File: src/rtl/sm_uart_pkg.sv
// Shared types and helpers for the UART ROM loader.
package sm_uart_pkg;

  // Receiver FSM states.
  typedef enum logic [2:0] {
    StIdle,
    StStart,
    StData,
    StStop,
    StWaitIdle
  } rx_state_e;

  // Bytes packed into one instruction word, little-endian.
  localparam int unsigned BYTES_PER_WORD = 4;

  // Clock cycles per serial bit, rounded to nearest.
  function automatic int unsigned calc_div(input int unsigned clk_hz, input int unsigned baud);
    return (clk_hz + baud / 2) / baud;
  endfunction

endpackage

File: src/rtl/sm_uart_rx.sv
// 8N1 UART receiver: input synchronizer, bit timing and framing FSM.
module sm_uart_rx
  import sm_uart_pkg::*;
#(
  parameter int unsigned CLK_HZ = 100000000,
  parameter int unsigned BAUD   = 115200
) (
  input  logic       clk_in,
  input  logic       rst_n,
  input  logic       rx,
  output logic       byte_valid,
  output logic [7:0] byte_data,
  output logic       frame_err,
  output logic       busy
);

  localparam int unsigned DIV   = calc_div(CLK_HZ, BAUD);
  localparam int unsigned CNT_W = (DIV > 1) ? $clog2(DIV) : 1;
  localparam logic [CNT_W-1:0] FULL_LAST = CNT_W'(DIV - 1);
  localparam logic [CNT_W-1:0] HALF_LAST = CNT_W'(DIV / 2 - 1);

  logic [1:0]       sync_q;
  logic             rx_s;
  rx_state_e        state_q;
  logic [CNT_W-1:0] cnt_q;
  logic [2:0]       bit_idx_q;
  logic [7:0]       shift_q;

  // Two-flop synchronizer; resets to the idle (high) line level.
  always_ff @(posedge clk_in or negedge rst_n) begin
    if (!rst_n) begin
      sync_q <= 2'b11;
    end else begin
      sync_q <= {sync_q[0], rx};
    end
  end

  assign rx_s = sync_q[1];

  // Framing FSM with registered byte and error outputs.
  always_ff @(posedge clk_in or negedge rst_n) begin
    if (!rst_n) begin
      state_q    <= StIdle;
      cnt_q      <= '0;
      bit_idx_q  <= '0;
      shift_q    <= '0;
      byte_valid <= 1'b0;
      byte_data  <= '0;
      frame_err  <= 1'b0;
    end else begin
      byte_valid <= 1'b0;
      frame_err  <= 1'b0;
      case (state_q)
        StIdle: begin
          cnt_q     <= '0;
          bit_idx_q <= '0;
          if (!rx_s) state_q <= StStart;
        end
        StStart: begin
          // Recheck mid start bit so short glitches are rejected.
          if (cnt_q == HALF_LAST) begin
            cnt_q   <= '0;
            state_q <= rx_s ? StIdle : StData;
          end else begin
            cnt_q <= cnt_q + 1'b1;
          end
        end
        StData: begin
          if (cnt_q == FULL_LAST) begin
            cnt_q     <= '0;
            shift_q   <= {rx_s, shift_q[7:1]};
            bit_idx_q <= bit_idx_q + 3'd1;
            if (bit_idx_q == 3'd7) state_q <= StStop;
          end else begin
            cnt_q <= cnt_q + 1'b1;
          end
        end
        StStop: begin
          if (cnt_q == FULL_LAST) begin
            cnt_q <= '0;
            if (rx_s) begin
              byte_data  <= shift_q;
              byte_valid <= 1'b1;
              state_q    <= StIdle;
            end else begin
              frame_err <= 1'b1;
              state_q   <= StWaitIdle;
            end
          end else begin
            cnt_q <= cnt_q + 1'b1;
          end
        end
        StWaitIdle: begin
          // Break condition: wait for the line to return high.
          if (rx_s) state_q <= StIdle;
        end
        default: state_q <= StIdle;
      endcase
    end
  end

  assign busy = (state_q != StIdle);

endmodule

File: src/rtl/sm_uart_rom_loader.sv
// Packs UART bytes into 32-bit words and writes them into instruction memory.
module sm_uart_rom_loader
  import sm_uart_pkg::*;
#(
  parameter int unsigned CLK_HZ         = 100000000,
  parameter int unsigned BAUD           = 115200,
  parameter int unsigned ADDR_W         = 11,
  parameter int unsigned TIMEOUT_CYCLES = 1000000
) (
  input  logic              clkIn,
  input  logic              rst_n,
  input  logic              uart_rx,
  input  logic              enable,
  output logic              im_we,
  output logic [ADDR_W-1:0] im_wa,
  output logic [31:0]       im_wd,
  output logic              byte_valid,
  output logic [7:0]        byte_data,
  output logic              frame_err,
  output logic              busy
);

  localparam int unsigned TMO_W = $clog2(TIMEOUT_CYCLES + 1);
  localparam logic [TMO_W-1:0] TMO_LAST  = TMO_W'(TIMEOUT_CYCLES - 1);
  localparam logic [1:0]       LAST_SLOT = 2'(BYTES_PER_WORD - 1);

  logic             rx_frame_err;
  logic             rx_busy;
  logic [1:0]       idx_q;
  logic [TMO_W-1:0] tmo_q;
  logic             tmo_expire;
  logic [1:0]       slot;

  sm_uart_rx #(
    .CLK_HZ (CLK_HZ),
    .BAUD   (BAUD)
  ) u_rx (
    .clk_in     (clkIn),
    .rst_n      (rst_n),
    .rx         (uart_rx),
    .byte_valid (byte_valid),
    .byte_data  (byte_data),
    .frame_err  (rx_frame_err),
    .busy       (rx_busy)
  );

  // A byte landing on the expiry cycle starts a fresh word at slot 0.
  always_comb begin
    tmo_expire = (idx_q != 2'd0) && (tmo_q == TMO_LAST);
    slot       = tmo_expire ? 2'd0 : idx_q;
  end

  // Word assembler, address counter, inter-byte timeout and sticky error.
  always_ff @(posedge clkIn or negedge rst_n) begin
    if (!rst_n) begin
      idx_q     <= '0;
      tmo_q     <= '0;
      im_we     <= 1'b0;
      im_wa     <= '0;
      im_wd     <= '0;
      frame_err <= 1'b0;
    end else if (!enable) begin
      idx_q     <= '0;
      tmo_q     <= '0;
      im_we     <= 1'b0;
      im_wa     <= '0;
      frame_err <= 1'b0;
    end else begin
      im_we <= 1'b0;
      if (rx_frame_err) frame_err <= 1'b1;
      // Address advances the cycle after the write strobe.
      if (im_we) im_wa <= im_wa + 1'b1;
      if (byte_valid) begin
        im_wd[{slot, 3'b000} +: 8] <= byte_data;
        idx_q <= slot + 2'd1;
        tmo_q <= '0;
        if (slot == LAST_SLOT) im_we <= 1'b1;
      end else if (tmo_expire) begin
        idx_q <= '0;
        tmo_q <= '0;
      end else if (idx_q != 2'd0) begin
        tmo_q <= tmo_q + 1'b1;
      end
    end
  end

  assign busy = rx_busy || (idx_q != 2'd0);

endmodule

File: config.mk
export PLATFORM = sky130hd
export DESIGN_NAME = sm_uart_rom_loader
export DESIGN_NICKNAME = d
export VERILOG_FILES = /design/src/rtl/sm_uart_pkg.sv /design/src/rtl/sm_uart_rx.sv /design/src/rtl/sm_uart_rom_loader.sv
export SDC_FILE = /design/constraint.sdc
export NUM_CORES = 1
export LEC_CHECK = 0
export CAP_MARGIN = 0
export CORE_ASPECT_RATIO = 0.7
export CORE_UTILIZATION = 55
export CTS_BUF_LIST = sky130_fd_sc_hd__clkbuf_4 sky130_fd_sc_hd__clkbuf_8
export DETAILED_ROUTE_END_ITERATION = 10
export GPL_TIMING_DRIVEN = 0
export PLACE_DENSITY = 0.79
export SETUP_SLACK_MARGIN = 0.2
export SLEW_MARGIN = 10
export SYNTH_ARGS = -nofsm -noshare
export SYNTH_HDL_FRONTEND = slang
export SYNTH_SLANG_ARGS = --single-unit
File: constraint.sdc
create_clock -name clkIn -period 6.1 [get_ports clkIn]
set_input_delay 0.915 -clock clkIn [delete_from_list [all_inputs] [get_ports clkIn]]
set_output_delay 0.915 -clock clkIn [all_outputs]
set_load 0.005 [all_outputs]
==> flow_summary.json <==
{
  "status": "finished, final reports clean",
  "clock-sinks": 103,
  "route.detailed.drc": 0,
  "worstSetupStartpointType": "flip-flop",
  "slew_violations": 0,
  "synth-edff-count": 0,
  "min-delay-start": "u_rx.sync_q[0]",
  "first_iter_violations": 237,
  "whs_ns": 0.3581,
  "synth_top_area_share_pct": 52.29,
  "synthFlopType": "dfrtp_1",
  "initial_core_util_pct": 57.01,
  "reg2reg_from": "tmo_q[0]",
  "ys_ff_latch": 103,
  "ctsRootBufferMaster": "clkbuf_8",
  "via_per_inst": 5.744,
  "clk_pin_slew_worst_paths_ns": 0.10,
  "slowest_stage": "nor4_2",
  "peakVddDrop_mv": 0.1916,
  "synth_area_leaders": "dfrtp_1, mux2_2, a32o_1, nand2_1, ha_1",
  "path_cells": "ha_1 > and4_2 > nand4_2 > or3_2 > nand2_1 > inv_1 > ha_1 > nor4_2 > a32o_1",
  "fmax_mhz": 297.3,
  "final_nets": 515,
  "drv_cap": 0,
  "cp.arrival_ns": 3.67,
  "cp-startpoint": "tmo_q[0]",
  "crit_type": "reg -> reg",
  "ys_async_sr_fraction_pct": 100.0,
  "antenna_found_initial": 0,
  "routabilityCongestion": 0.9024,
  "ys_seq_area_share_pct": 53.38,
  "post-cts-setup-buffer-count": 0,
  "routedWlPerCell_um": 16.67,
  "grt_overflow": 0,
  "tns_ns": 0,
  "synthTopCellsByCount": "dfrtp_1, nand2_1, nor2_1, nand3_1, o21ai_0",
  "vias": 3590,
  "cp_common_cell": "ha_1",
  "finClkSkew_ns": 0.008702,
  "nFillCells": 657,
  "cts_tree": "done",
  "ys_types": 61,
  "synth.most_common_cell": "dfrtp_1",
  "rows": 28,
  "die-area_sq_um": 9173,
  "multi_input_area_sq_um": 2132,
  "h-tree-depth": 3,
  "drive_gt1_share_pct": 14.65,
  "finalCritPeriodShare_pct": 55.15,
  "synthCells": 430,
  "drt-total-wl_um": 10420,
  "diodes": 0,
  "clock_path_buffers": 2,
  "p_leak_nw": 2.538,
  "worstHoldPathType": "reg -> reg",
  "crit_fanout": 8,
  "first_pass_iters": 5,
  "grt_max_degree": 58,
  "ys_warn_count": 0,
  "yosys.area.top_type": "dfrtp_1",
  "finalCriticalPeriod_ns": 3.364,
  "power_density_nw_per_um2": 193.3,
  "die_w_um": 114.0,
  "avgSynthCellArea_sq_um": 11.24,
  "slowest_delay_ns": 0.75,
  "holdPathStages": 0,
  "portBuffers": 58,
  "finalHoldViolCount": 0,
  "syn_nets": 445,
  "drtAntennaViolNets": 0,
  "worst-r2r-cell-count": 9,
  "core_area_sq_um": 8478,
  "grt_pass1_wl_um": 17730,
  "endpoint_kind": "flip-flop",
  "cp_data_required_time_ns": 6.41,
  "die_h_um": 80.43,
  "insertion_delay_ns": 0.37,
  "finalSetupViolCount": 0,
  "netlist_area_sq_um": 4833,
  "io_pins": 59,
  "grt_usage_pct": 25.56,
  "dp_hpwl_um": 7528,
  "holdBufCountCts": 0,
  "grt_pass1_vias": 3533,
  "numCtsBuffers": 9,
  "relSlewSlack_pct": 44.98,
  "area_growth_pct": 19.65,
  "grt_setup_unrepaired": "no",
  "total_power_w": 0.001118,
  "cts_resized": 0,
  "regArea_sq_um": 2580,
  "worst_slew_pin_slew_ns": 0.8185
}
## layer usage
| layer | up-vias | part of all wire (%) | track usage [%] |
|---|---|---|---|
| met1 | 1762 | 48 | 35.81 |
| met4 | 0 | 2.2 | 8.701 |
| met3 | 16 | 6.4 | 6.868 |
| met5 | - | 0 | 0 |
| met2 | 119 | 43 | 38.61 |
| li1 | 1693 | - | - |
## worst max-delay path, delay by kind of cell (launching register included)
family          cells  cell delay [ns]
simple gates        5             1.95
flops               1             0.40
buf+inv             1             0.09
fa+ha+maj           2             0.59
compound gates      1             0.28
## where the power goes
group          internal (W)  switching, W  leakage (nW)
clock              0.000165      0.000243        0.0952
combinational    0.00000573     0.0000198          1.03
sequential         0.000683   0.000000795          1.42
total              0.000855      0.000264          2.54
## state kept, by name, summed over array words and instances (netlist names)
register / cells
frame_err: 1
idx_q: 2
im_wa: 11
im_wd: 32
im_we: 1
tmo_q: 20
u_rx.bit_idx_q: 3
u_rx.byte_data: 8
u_rx.byte_valid: 1
u_rx.cnt_q: 10
u_rx.frame_err: 1
u_rx.shift_q: 8
u_rx.state_q: 3
u_rx.sync_q: 2
## path summary, 6_finish.rpt
| path | end | slack [ns] |
|---|---|---|
| setup / recovery | im_wd[8] | 2.74 |
| hold / removal | u_rx.sync_q[1] | 0.36 |
| setup reg to reg | im_wd[8] | 2.74 |
| hold reg to reg | u_rx.sync_q[1] | 0.36 |
| max in group asynchronous | im_wd[1] | 4.88 |
| min in group asynchronous | u_rx.cnt_q[4] | 0.54 |
## metrics by stage
step | cells | worst slack, ns | instance area, sq um | utilization [%]
2_1_floorplan | 430 | 3.005 | 4833 | -
3_3_place_gp | 608 | 0.3145 | 5564 | 65.63
3_5_place_dp | 609 | 2.381 | 5589 | 65.92
4_1_cts | 625 | 2.363 | 5777 | 68.14
5_1_grt | 625 | 2.584 | 5783 | 68.21
6_report | 625 | 2.736 | 5783 | 68.21
## cell usage in the layout, fill, tap and decap left out, drive strengths merged, types with 14 or more instances in the layout
cell / instances
mux2: 16
nand3: 28
nor2: 30
inv: 16
clkbuf: 15
clkdlybuf4s50: 57
xnor2: 14
dfrtp: 101
a32o: 16
nand2: 42
o21ai: 26
## logic make-up after synthesis
family	after synthesis	synth area share, %
buf+inv	26	2.641
fa+ha+maj	11	2.847
compound gates	79	12.76
simple gates	170	20.04
mux	19	4.349
xor+xnor	22	3.987
flops	103	53.38
## final cells by class
type / instances / area share, %
plain buffers: 13 / 1.363
repair buffers: 59 / 10.47
clock inverters: 6 / 0.8654
flip-flops and latches: 103 / 44.61
inverters: 13 / 0.8438
well taps: 120 / 2.596
clock buffers: 10 / 2.380
multi-input cells: 301 / 36.87
Note: power is estimated with default switching activity, not from simulation.
